===== src/rtl/ip_pkg.sv =====
// ip_pkg: shared constants and types for the DES-style initial-permutation pipe.
// Contents: lane width, the row-offset table S, lane-word and occupancy types.
// Optional feature macro used by consumers: IP_PERM_INV_EN (inverse mapping).
package ip_pkg;

   localparam int unsigned IP_LANE_W = 64;
   localparam int unsigned IP_ROWS   = 8;

   // Source-bit base offsets per output column: out[63-8r-c] = in[r + IP_S[c]]
   localparam int unsigned IP_S [IP_ROWS] = '{24, 56, 16, 48, 8, 40, 0, 32};

   typedef logic [IP_LANE_W-1:0] lane_t;

   // Occupancy of the output/skid pair; value equals the Count port
   typedef enum logic [1:0] {
      CNT_EMPTY = 2'd0,
      CNT_ONE   = 2'd1,
      CNT_FULL  = 2'd2
   } cnt_e;

endpackage


===== src/rtl/ip_lane_perm.sv =====
// ip_lane_perm: combinational DES initial permutation of one 64-bit lane.
// Ports:
//   Data  in  64  lane word
//   Inv   in  1   0 forward (IP), 1 inverse (IP^-1); ignored unless IP_PERM_INV_EN
//   Perm  out 64  permuted lane word
// Macro: IP_PERM_INV_EN compiles the inverse branch; otherwise always forward.
module ip_lane_perm
   import ip_pkg::*;
(
   input  logic [IP_LANE_W-1:0] Data,
   input  logic                 Inv,
   output logic [IP_LANE_W-1:0] Perm
);

   lane_t fwd_c;

   // Forward map
   always_comb begin
      fwd_c = '0;
      for (int unsigned r = 0; r < IP_ROWS; r++) begin
         for (int unsigned c = 0; c < IP_ROWS; c++) begin
            fwd_c[6'(63 - 8*r - c)] = Data[6'(r + IP_S[3'(c)])];
         end
      end
   end

`ifdef IP_PERM_INV_EN
   lane_t inv_c;

   // Inverse map: same wiring with source and destination swapped
   always_comb begin
      inv_c = '0;
      for (int unsigned r = 0; r < IP_ROWS; r++) begin
         for (int unsigned c = 0; c < IP_ROWS; c++) begin
            inv_c[6'(r + IP_S[3'(c)])] = Data[6'(63 - 8*r - c)];
         end
      end
   end

   assign Perm = Inv ? inv_c : fwd_c;
`else
   logic unused_inv;
   assign unused_inv = Inv;
   assign Perm       = fwd_c;
`endif

endmodule


===== src/rtl/ip_perm_pipe.sv =====
// ip_perm_pipe: registered LANES x 64-bit DES initial permutation with a
// valid/ready handshake and a 2-entry skid buffer (output reg + skid reg).
// Ports:
//   Clk        in  1   rising-edge clock
//   Reset      in  1   synchronous active-high reset
//   In         in  W   input block, W = 64*LANES
//   In_Inv     in  1   per-transaction mode, 0 forward / 1 inverse
//   In_Valid   in  1   In/In_Inv valid
//   In_Ready   out 1   can accept (registered)
//   Cipertext  out W   permuted block
//   Out_Valid  out 1   Cipertext valid
//   Out_Ready  in  1   downstream accepts
//   Count      out 2   entries held, 0..2
// Macro: IP_PERM_INV_EN enables inverse mode; undefined => forward only.
module ip_perm_pipe
   import ip_pkg::*;
#(
   parameter  int unsigned LANES = 2,
   localparam int unsigned W     = LANES * IP_LANE_W
) (
   input  logic         Clk,
   input  logic         Reset,
   input  logic [W-1:0] In,
   input  logic         In_Inv,
   input  logic         In_Valid,
   output logic         In_Ready,
   output logic [W-1:0] Cipertext,
   output logic         Out_Valid,
   input  logic         Out_Ready,
   output logic [1:0]   Count
);

   logic [W-1:0] perm_c;
   logic [W-1:0] cipher_q;
   logic [W-1:0] skid_q;
   logic         in_ready_q;
   logic         out_valid_q;
   cnt_e         state_q;
   logic         accept_c;
   logic         xfer_c;

   // Per-lane permutation; no bit crosses a lane boundary
   for (genvar k = 0; k < LANES; k++) begin : g_lane
      ip_lane_perm u_perm (
         .Data (In[k*IP_LANE_W +: IP_LANE_W]),
         .Inv  (In_Inv),
         .Perm (perm_c[k*IP_LANE_W +: IP_LANE_W])
      );
   end

   assign accept_c = In_Valid && in_ready_q;
   assign xfer_c   = out_valid_q && Out_Ready;

   // Occupancy FSM; entries store already-permuted words so the tag is dropped
   always_ff @(posedge Clk) begin
      if (Reset) begin
         state_q     <= CNT_EMPTY;
         cipher_q    <= '0;
         skid_q      <= '0;
         in_ready_q  <= 1'b1;
         out_valid_q <= 1'b0;
      end else begin
         case (state_q)
            CNT_EMPTY: begin
               if (accept_c) begin
                  cipher_q    <= perm_c;
                  out_valid_q <= 1'b1;
                  state_q     <= CNT_ONE;
               end
            end
            CNT_ONE: begin
               if (accept_c && !xfer_c) begin
                  skid_q     <= perm_c;
                  in_ready_q <= 1'b0;
                  state_q    <= CNT_FULL;
               end else if (!accept_c && xfer_c) begin
                  out_valid_q <= 1'b0;
                  state_q     <= CNT_EMPTY;
               end else if (accept_c && xfer_c) begin
                  // Pass-through: new word replaces the one leaving
                  cipher_q <= perm_c;
               end
            end
            CNT_FULL: begin
               // In_Ready is low here, so only a transfer can happen
               if (xfer_c) begin
                  cipher_q   <= skid_q;
                  in_ready_q <= 1'b1;
                  state_q    <= CNT_ONE;
               end
            end
            default: begin
               state_q     <= CNT_EMPTY;
               in_ready_q  <= 1'b1;
               out_valid_q <= 1'b0;
            end
         endcase
      end
   end

   assign In_Ready  = in_ready_q;
   assign Out_Valid = out_valid_q;
   assign Cipertext = cipher_q;
   assign Count     = state_q;

endmodule


===== config.mk =====
export PLATFORM = sky130hd
export DESIGN_NAME = ip_perm_pipe
export DESIGN_NICKNAME = d
export VERILOG_FILES = /design/src/rtl/ip_pkg.sv /design/src/rtl/ip_lane_perm.sv /design/src/rtl/ip_perm_pipe.sv
export SDC_FILE = /design/constraint.sdc
export NUM_CORES = 1
export LEC_CHECK = 0
export CAP_MARGIN = 20
export CORE_MARGIN = 10
export CORE_UTILIZATION = 54
export CTS_CLUSTER_DIAMETER = 40
export DETAILED_ROUTE_END_ITERATION = 8
export GPL_ROUTABILITY_DRIVEN = 0
export PLACE_DENSITY = 0.95
export SLEW_MARGIN = 5
export SYNTH_ARGS = -nofsm -noshare
export SYNTH_HDL_FRONTEND = slang
export SYNTH_SLANG_ARGS = --single-unit
export TNS_END_PERCENT = 1

===== constraint.sdc =====
create_clock -name Clk -period 4.5 [get_ports Clk]
set_input_delay 0.9 -clock Clk [delete_from_list [all_inputs] [get_ports Clk]]
set_output_delay 0.9 -clock Clk [all_outputs]
set_load 0.05 [all_outputs]

* Yosys cells after proc, flatten, opt, wreduce, memory -nomap -nowiden
Cells that the tools add are included.
** Operators by class
- Equal/unequal tests :: 10
- Muxes and demuxes :: 18
- Bitwise gates (word level) :: 2
- Reduce and logical (&&, ||, !) cells :: 14
** Operator list (number)
- $mux 128 :: 5
- $pmux 128 s3 :: 1
- $ne 2x2->1 const B :: 7
- $mux 2 :: 4
- $pmux 1 s3 :: 2
- $pmux 2 s3 :: 1
- $reduce_and 3->1 :: 2
- $reduce_and 6->1 :: 1
- $logic_and 1x1->1 :: 5
- $mux 1 :: 5
- $reduce_and 4->1 :: 1
- $ne 3x3->1 const B :: 1
- $reduce_bool 3->1 :: 1
- $eq 2x1->1 const B :: 1
- $eq 2x2->1 const B :: 1
- $logic_not 1->1 :: 2
- $logic_not 2->1 :: 1
- $not 1->1 :: 2
- $reduce_and 2->1 :: 1
** Word-level totals
- Register bits :: 260
- Bits of input ports :: 133
- Output and inout bits :: 132
- Logic and storage cells :: 49

* Depth between registers and ports, before layout
Gate-level depths: netlist (run 1).
- Depth in word-level cells :: 6
- Mapped depth :: 9

* Cells and area by module
A second synthesis (run 1) with hierarchy kept.
** Second synthesis, totals
- Cells, all modules :: 1300
- Area total of the unflattened synthesis :: 12069.1 um2
** Modules (own cells, without submodules)
- ip_perm_pipe :: times used 1, cells an instance 1172, area an instance 11108.2 um2, seq. area each 5205.0 um2
- ip_lane_perm :: times used 2, cells an instance 64, area an instance 480.5 um2, seq. area each 0.0 um2

* Worst setup path after synthesis (run 1)
No wires, ideal clock.
- Kind :: input -> register
- Start point :: in In_Valid
- End point :: reg cipher_q[50], in the netlist Cipertext[50]
- Setup time :: 0.081 ns
- Arrival :: 2.269 ns
- Setup slack :: 2.150 ns
- Cell stages on the path :: 9
- Buffers on the path :: 2
- Cell sequence :: nand2_1 > inv_1 > ha_1 > nor2_1 > and3_1 > or2_1 > buf_4 > buf_6 > a211oi_2
** Between the ends
- Longest elaborated chain between the ends :: 5
- Elaborated cells between the ends (all ways) :: 10
** RTL lines
- start: declaration :: line ip_perm_pipe.sv:25 : input logic In_Valid,
- $logic_and 1x1->1 * :: line ip_perm_pipe.sv:51 : assign accept_c = In_Valid && in_ready_q;
- $logic_not 1->1 :: line ip_perm_pipe.sv:76 : end else if (!accept_c && xfer_c) begin
- $logic_and 1x1->1 :: line ip_perm_pipe.sv:76
- $ne 2x2->1 (no source line)
- $reduce_and 6->1 (no source line) *
- end signal: assignment :: line ip_perm_pipe.sv:66 : cipher_q <= perm_c;
- end signal: assignment :: line ip_perm_pipe.sv:81 : cipher_q <= perm_c;
- end signal: assignment :: line ip_perm_pipe.sv:87 : cipher_q <= skid_q;
- end: declaration :: line ip_perm_pipe.sv:34 : logic [W-1:0] cipher_q;
Mark *: on every way between the ends. The rest lies on a longest branch, timed or not.
A chain may end at the register's enable or synchronous reset.

* Final worst setup path (run 1)
- Start point :: in In_Valid
- End point :: reg cipher_q[76], in the netlist Cipertext[76]
The elaborated chain is that of the path after synthesis.

==> impl_metrics.csv, run 1 <==
group,metric,value,unit
setup_path,end_kind,"flip-flop",
pwr,p_leak,5.99,nW
sta,timing.final.crit_period,2.99,ns
route,drc,0,
global_route,grt_pass1_wl,52.8,mm
sta,maxSlewHeadroom,28.1,%
sta,timing.hold.ws,0.451,ns
min_path,hold_path.startpoint,"skid_q[101]",
finish,final_cells,1676,
finish,fin_util,74.0,%
place,place_ws,1.13,ns
logic_synthesis,synth_top_area_cell,"dfxtp_1",
clocking,clk_pin_slew,0.06,ns
sta,tns,0,ns
pwr,power.density,522,nW/um^2
finish,fin_nets,1513,
die,die_h,163,um
clocking,cts.sinks,260,
pwr,total_power,7.81,mW
sta,finalCritPeriodShare,66.5,%
setup_path,critPathMaxStageDelay,0.47,ns
clocking,insertion_delay,0.50,ns
route,wire_per_inst,20.1,um
setup_path,cp.required,4.86,ns
sta,rsz0062_at_grt,"no",
die,coreArea,20200,sq um
sta,hold_violations,0,
setup_path,path_cells,"clkdlybuf4s50_1 -> nand2_1 -> inv_1 -> ha_1 -> nor2_1 -> and3_4 -> or2_4 -> buf_12 -> a211oi_1",
die,num_io_pins,265,
clocking,post_cts_buffers,0,
place,portBuffers,263,
die,die_area,26700,sq um
run,maxCapViolCount,0,
finish,drive_above_1_share,14.8,%
setup_path,critPathSlowestCell,"or2_4",
min_path,min_to,"skid_q[101]",
clocking,cts_buffers,36,
outcome,outcome,"finished clean",
sta,max_freq,0.334,GHz
logic_synthesis,yosysUniqueCellTypes,26,
clocking,clock_tree.root_cell,"clkbuf_16",
global_route,grt_usage,24.0,%
min_path,hold_depth,2,
logic_synthesis,synth_nets,1308,
setup_path,critPathMaxFanout,29,
pwr,ir_worst_vdd,0.000339,V
setup_path,cp_data_arrival_time,3.35,ns
global_route,grt_max_degree,130,
die,start_util,54.9,%
sta,layout_setup_ws,1.51,ns
sta,slew_violations,0,
setup_path,r2r_slack,2.00,ns
clocking,cts_max_level,2,
route,drt_pre_antenna_iters,5,
logic_synthesis,synth.yosys.seq_area_share,46.9,%
logic_synthesis,yosys-top-cells-area,"dfxtp_1, a211oi_2, mux2i_1",
logic_synthesis,syn_area,11100,sq um
logic_synthesis,synth.top_cell.area_share,46.9,%
sta,finClkSkew,0.0174,ns
logic_synthesis,postSynthCellCount,1172,
clocking,cts.repair.resized,0,
clocking,cts_hold_buf,0,
place,dpl_cell_area,13700,sq um
setup_path,r2r_end,"Cipertext[76]",
logic_synthesis,yosys_warnings,0,
setup_path,path_delay_family,"simple AND/OR/NAND/NOR gates",
die,die_x,163,um
route,via_per_inst,5.84,
finish,final_cell_area,15000,sq um
global_route,antenna_found_initial,2,
route,vias,9788,
setup_path,start_kind,"primary input",
setup_path,r2r_cells,8,
die,rows,52,
route,routed_wl,33.6,mm
global_route,overflow,0,
logic_synthesis,syn_avg_cell_area,9.48,sq um
finish,syn_to_final_growth,34.8,%
route,ant_nets,0,
setup_path,timing.rr.start,"In_Ready",
min_path,hold_path.class,"flip-flop to flip-flop",
place,hpwl,20.4,mm
setup_path,crit_type,"primary input to flip-flop",
finish,fillers,1304,
route,drtIter0Drc,760,
sta,tightest_slew,1.08,ns
clocking,cts_buffer_depth,3,
sta,setup_violations,0,
clocking,tritoncts,"yes",
logic_synthesis,synth-seq-cells,260,
setup_path,cp_num_buf_inv,3,
place,dp_cells,1609,
global_route,grt_pass1_vias,9902,
-- metal layers --
layer  GRT usage (%)  wire length, um  vias to the layer above
met5               0                0                        -
met4            11.3             1460                        0
met3            7.48             2980                       92
met2            39.7            16300                      423
met1            27.8            12900                     4724
li1                -                -                     4549
-- how the worst max path moves through the flow --
stage | start | to | slack [ns] | cells after the start
floorplan | In_Valid | Cipertext[50] | 2.15 | 9
global placement | Out_Ready | Cipertext[73] | 1.15 | 8
detailed placement | Out_Ready | Cipertext[71] | 1.13 | 8
CTS | In_Valid | Cipertext[76] | 1.55 | 9
global route | In_Valid | Cipertext[76] | 1.43 | 9
finish | In_Valid | Cipertext[76] | 1.51 | 9
-- synthesized netlist by cell type --
library cell,n
ha_1,3
buf_4,5
a31oi_1,1
a21oi_1,130
clkbuf_1,38
and3_1,1
nand2b_1,2
buf_6,14
a22oi_1,1
buf_1,4
and2_1,1
mux2i_1,128
o22ai_4,1
nand2_1,260
a2bb2oi_1,1
buf_2,51
dfxtp_1,260
inv_1,3
a211oi_2,120
clkbuf_4,2
nor2_1,4
nor2b_2,1
nor3_1,130
or2_1,2
a211oi_1,8
o21bai_1,1
-- state kept, by name, summed over array words and instances, names as in the netlist --
| name | cells |
|---|---|
| skid_q | 128 |
| Cipertext | 128 |
| Out_Valid | 1 |
| In_Ready | 1 |
| Count | 2 |
-- layout by cell type, fill, tap and decap left out, types with 2 or more instances in the layout --
cell type	instances
dfxtp_1	260
buf_4	9
nand2_1	259
clkbuf_8	5
nor2_1	4
clkbuf_16	37
diode_2	3
bufinv_16	3
inv_1	3
clkbuf_1	2
buf_12	9
a211oi_2	120
clkdlybuf4s50_1	262
clkinv_4	2
ha_1	3
nor3_1	130
mux2i_1	128
clkinvlp_4	7
a21oi_1	130
clkinv_2	5
a211oi_1	8
-- where the power goes --
group,switching [mW],internal (mW)
Clock,1.06,1.77
Combinational,1.46,0.805
Sequential,0.155,2.56
Total,2.67,5.14
-- final cells by class --
| cell class | count | area, sq um | share of cell area, % |
|---|---|---|---|
| clock inverters | 20 | 221 | 1.48 |
| multi-input cells | 795 | 5300 | 35.4 |
| inverters | 3 | 11.3 | 0.0752 |
| flip-flops and latches | 260 | 5200 | 34.8 |
| clock buffers | 44 | 1000 | 6.69 |
| well taps | 270 | 338 | 2.26 |
| repair buffers | 281 | 2890 | 19.3 |
| diodes | 3 | 7.51 | 0.0501 |
-- kinds of logic (layout without fill, tap and decap cells) --
kind of cell,after synthesis,in the layout,share of synthesized area (%)
AO/OA/AOI/OAI,263,263,20.4
adder cells (fa/ha/maj),3,3,0.338
buffers and inverters,117,348,5.71
flip-flops,260,260,46.9
multiplexers,128,128,11.5
other,0,3,0
AND/OR/NAND/NOR,401,401,15.2
-- worst reg2reg max path, cell delays in order, from the launching register on --
cell and delay (ns):
dfxtp_1 0.37, nand2_1 0.16, inv_1 0.15, ha_1 0.34, nor2_1 0.09, and3_4 0.20
or2_4 0.47, buf_12 0.27, a211oi_1 0.33
(Power assumes the default switching activity.)
==> run 2: changes to the inputs <==
Settings changed: CORE_UTILIZATION 54 to 45, PLACE_DENSITY 0.95 to 0.87.
Clock period 4.5 ns to 2.75 ns, I/O delays scaled along.
==> run 2 against run 1 <==
Largest cell class unchanged; register-to-register slack worse by 1.3 ns; combinational power increased by 62%; worst hold slack barely moved; global-route usage down 4.6 points; utilization fell by 12 points; power increased by 62%; final cell count grew 3.3%; via count down 3.2%; first-iteration DRC count shrank 17%; clock skew is 0.0072 ns lower; setup slack worse by 1.3 ns; die area grew 17%.
==> impl_metrics.csv, run 2 (synthesis results as in run 1) <==
group,metric,value,unit
setup_path,r2r_cells,8,
pwr,power.density,837,nW/um^2
pwr,power.switching,4.31,mW
finish,syn_to_final_growth,36.2,%
route,drt-met1-wl,12.9,mm
place,portBuffers,263,
pwr,p_int,8.35,mW
sta,tightest_slew,0.609,ns
setup_path,crit_type,"flip-flop to primary output",
sta,max_freq,0.401,GHz
die,die_area,31400,sq um
route,via_per_inst,5.47,
route,drtIter0Drc,630,
pwr,sw_frac_of_total,34.1,%
clocking,cts_hold_buf,0,
clocking,cts.repair.resized,0,
die,rows,57,
outcome,outcome,"finished clean",
global_route,grt_pass1_wl,50.7,mm
finish,final_common_cell,"clkdlybuf4s50_1",
route,drt_pre_antenna_iters,5,
finish,drive_above_1_share,15.0,%
setup_path,start_kind,"flip-flop",
setup_path,critPathMaxStageDelay,0.92,ns
route,wl_met3,2.82,mm
min_path,hold_depth,2,
route,routed_wl,32.2,mm
setup_path,cp_data_arrival_time,1.95,ns
clocking,cts_max_level,2,
min_path,hold_path.class,"flip-flop to flip-flop",
setup_path,cp_num_buf_inv,1,
clocking,cts_buffers,36,
route,top_layer,"met4",
clocking,tritoncts,"yes",
clocking,post_cts_buffers,0,
route,route.met2.wl,15.5,mm
pwr,p_seq_share,35.0,%
route,drc,0,
clocking,insertion_delay,0.50,ns
finish,n_antenna_cell,0,
clocking,clock_tree.root_cell,"clkbuf_16",
die,num_io_pins,265,
die,die_x,177,um
setup_path,critPathSlowestCell,"clkdlybuf4s50_1",
pwr,clock_power_share,36.0,%
setup_path,path_delay_family,"buffers and inverters",
run,maxCapViolCount,0,
route,ant_nets,0,
global_route,grt_usage,19.4,%
global_route,grt_max_degree,99,
route,vias,9471,
sta,setup_violations,0,
pwr,p_leak,6.06,nW
sta,maxSlewHeadroom,59.4,%
clocking,clk_pin_slew,0.05,ns
pwr,total_power,12.7,mW
setup_path,end_kind,"primary output",
setup_path,cp.required,2.20,ns
sta,hold_violations,0,
clocking,cts.sinks,260,
sta,finalCritPeriodShare,90.7,%
setup_path,cp.depth,1,
pwr,combPwrFrac,29.0,%
pwr,ir_worst_vdd,0.000659,V
global_route,grt_pass1_vias,9493,
global_route,antenna_found_initial,0,
die,die_h,177,um
die,start_util,45.7,%
sta,rsz0062_at_grt,"no",
route,wire_per_inst,18.6,um
place,hpwl,20.7,mm
die,coreArea,24300,sq um
sta,tns,0,ns
sta,timing.final.crit_period,2.50,ns
sta,slew_violations,0,
sta,finClkSkew,0.0101,ns
finish,fin_nets,1520,
clocking,cts_buffer_depth,3,
global_route,overflow,0,
finish,final_cell_mix,"clkdlybuf4s50_1, dfxtp_1, nand2_1, nor3_1, a21oi_1",
setup_path,critPathMaxFanout,8,
setup_path,path_cells,"clkdlybuf4s50_1",
run 2: metal layers:
layer	global-route usage, %	vias up
li1	-	4559
met1	23.1	4557
met5	0	-
met2	32.0	294
met4	6.58	0
met3	6.57	61
run 2: power by group through the flow:
stage	clock, mW	sequential [mW]	combinational (mW)
global placement	0	4.49	3.63
finish	4.55	4.44	3.67
CTS	4.65	4.43	3.71
detailed placement	0	4.51	3.69
floorplan	0	5.57	1.41
global route	4.79	4.48	3.89
run 2: area by class of cell:
class,instances,area [sq um]
clock inverter,19,219
timing repair buffer,288,3030
inverter,3,11.3
sequential,260,5200
multi-input combinational,795,5290
tap,324,405
clock buffer,43,968
fill,1878,9190
run 2: worst reg2reg max path, delay by kind of cell, from the launching register on:
family                   cells  cell delay [ns]
AND/OR/NAND/NOR              4             0.66
buffers and inverters        2             0.51
flip-flops                   1             0.33
AO/OA/AOI/OAI                1             0.24
adder cells (fa/ha/maj)      1             0.22
run 2: stage by stage:
step / instance area [sq um] / util (%) / hold slack [ns] / cells / worst slack, ns
final: 15100 / 62.2 / 0.451 / 1732 / 0.255
after global routing: 15100 / 62.2 / 0.467 / 1732 / 0.200
after CTS: 15100 / 62.2 / 0.453 / 1732 / 0.248
after detailed placement: 13900 / 57.3 / 0.446 / 1670 / 0.0209
after global placement: 13900 / 57.3 / 0.441 / 1670 / 0.0806
after floorplan: 11100 / - / 0.436 / 1172 / 0.539
run 2: final timing paths:
kind	to	slack (ns)	start
max	Count[1]	0.25	Count[1]
min reg2reg	skid_q[11]	0.45	skid_q[11]
min	skid_q[11]	0.45	skid_q[11]
max reg2reg	Cipertext[76]	0.69	Out_Valid
==> run 3: changes to the inputs <==
Settings changed: CORE_MARGIN 10 to not set.
==> run 3 against run 2 <==
Global-route usage up 4.1 points; clock skew up 0.0066 ns; critical path depth unchanged; register-to-register slack worse by 0.09 ns; sequential share of layout area down 0.33 points; sequential power about the same; die area down 19%.
==> impl_metrics.csv, run 3 (synthesis results as in run 1) <==
group,metric,value,unit
setup_path,cp_num_buf_inv,1,
place,hpwl,18.8,mm
global_route,grt_pass1_wl,49.4,mm
sta,tightest_slew,0.862,ns
clocking,tritoncts,"yes",
global_route,antenna_found_initial,1,
pwr,power.switching,4.34,mW
pwr,combPwrFrac,28.7,%
setup_path,r2r_cells,9,
setup_path,r2r_end,"Cipertext[6]",
finish,fin_nets,1523,
pwr,clock_power_share,36.9,%
finish,syn_to_final_growth,37.5,%
place,dpl_cell_area,14000,sq um
clocking,cts.repair.resized,0,
global_route,grt_usage,23.5,%
clocking,cts.sinks,260,
setup_path,end_kind,"primary output",
route,wire_per_inst,17.5,um
setup_path,cp_data_arrival_time,1.91,ns
min_path,min_to,"skid_q[105]",
clocking,cts_hold_buf,0,
finish,final_cell_mix,"clkdlybuf4s50_1, dfxtp_1, nand2_1, nor3_1, a21oi_1",
pwr,p_seq_share,34.4,%
min_path,hold_depth,2,
clocking,cts_buffers,35,
sta,slew_violations,0,
setup_path,timing.rr.start,"In_Ready",
sta,timing.final.crit_period,2.46,ns
finish,final_common_cell,"clkdlybuf4s50_1",
setup_path,cp.required,2.20,ns
setup_path,path_delay_family,"buffers and inverters",
sta,tns,0,ns
sta,rsz0062_at_grt,"no",
pwr,ir_worst_vdd,0.000675,V
min_path,hold_path.class,"flip-flop to flip-flop",
sta,layout_setup_ws,0.292,ns
run,maxCapViolCount,0,
pwr,p_leak,6.12,nW
die,die_area,25300,sq um
setup_path,path_cells,"clkdlybuf4s50_1",
pwr,total_power,12.9,mW
clocking,clock_tree.root_cell,"clkbuf_16",
route,drc,0,
sta,max_freq,0.407,GHz
sta,maxSlewHeadroom,42.5,%
sta,finClkSkew,0.0167,ns
finish,fillers,1910,
route,via_per_inst,5.51,
die,rows,57,
global_route,grt_pass1_vias,9962,
setup_path,crit_type,"flip-flop to primary output",
die,coreArea,24200,sq um
clocking,insertion_delay,0.50,ns
sta,hold_violations,0,
die,start_util,45.8,%
outcome,outcome,"finished clean",
pwr,p_int,8.52,mW
setup_path,critPathSlowestCell,"clkdlybuf4s50_1",
clocking,cts_buffer_depth,3,
clocking,cts_max_level,2,
pwr,power.density,842,nW/um^2
sta,finalCritPeriodShare,89.4,%
die,num_io_pins,265,
place,portBuffers,263,
place,place_ws,0.0434,ns
route,drt_pre_antenna_iters,5,
setup_path,critPathMaxFanout,8,
sta,timing.hold.ws,0.454,ns
route,vias,9580,
clocking,clk_pin_slew,0.06,ns
setup_path,critPathMaxStageDelay,0.89,ns
clocking,post_cts_buffers,0,
finish,drive_above_1_share,15.3,%
pwr,sw_frac_of_total,33.7,%
die,die_x,159,um
route,ant_nets,0,
setup_path,start_kind,"flip-flop",
route,drtIter0Drc,578,
min_path,hold_path.startpoint,"skid_q[105]",
die,die_h,159,um
finish,final_cell_area,15300,sq um
global_route,overflow,0,
sta,setup_violations,0,
setup_path,r2r_slack,0.60,ns
global_route,grt_max_degree,130,
route,routed_wl,30.5,mm
## run 3: cell count changes in the layout (fill, tap and decap cells not counted), sizes merged
cell and change:
clkinvlp +1, diode +1, bufinv +2, inv +2, clkinv -3, buf +4
## run 3: worst max path at each step
stage	from	end	cells after the start
after global routing	Count[1]	Count[1]	1
after floorplan	In_Ready	Cipertext[50]	9
final	Count[1]	Count[1]	1
after detailed placement	In_Valid	Cipertext[104]	10
after CTS	Count[1]	Count[1]	1
after global placement	In_Valid	Cipertext[37]	10
## run 3: worst reg2reg max path: stages (launching register included)
cell and delay, ns:
dfxtp_1 0.33, nand2_1 0.17, inv_1 0.11, ha_1 0.21, nor2_1 0.12, and3_4 0.21
buf_12 0.24, buf_12 0.28, nor3_1 0.12, a211oi_2 0.27
## run 3: layer usage
layer	GRT usage, %	part of all wire (%)
met3	5.76	7.2
met4	12.2	4.1
met1	26.8	40
met2	40.8	49
met5	0	0
## run 3: per-stage QoR
stage / instances / util, %
after global routing: 1739 / 63.0
after floorplan: 1172 / -
after CTS: 1738 / 63.0
after global placement: 1674 / 57.9
final: 1739 / 63.0
after detailed placement: 1674 / 57.9
## run 3: power by group through the flow
stage,Sequential [mW],Combinational [mW],Clock (mW)
2_1_floorplan,5.57,1.41,0
3_3_place_gp,4.47,3.62,0
3_5_place_dp,4.50,3.69,0
4_1_cts,4.42,3.71,4.84
5_1_grt,4.47,3.88,5.00
6_report,4.42,3.70,4.74
## run 3: final cells by class
| cell class | count | area, sq um | area share (%) |
|---|---|---|---|
| multi-input combinational | 795 | 5290 | 34.7 |
| sequential | 260 | 5200 | 34.1 |
| timing repair buffer | 292 | 3120 | 20.4 |
| clock buffer | 43 | 946 | 6.19 |
| tap | 324 | 405 | 2.65 |
| clock inverter | 21 | 294 | 1.92 |
| inverter | 3 | 11.3 | 0.0737 |
| antenna | 1 | 2.50 | 0.0164 |
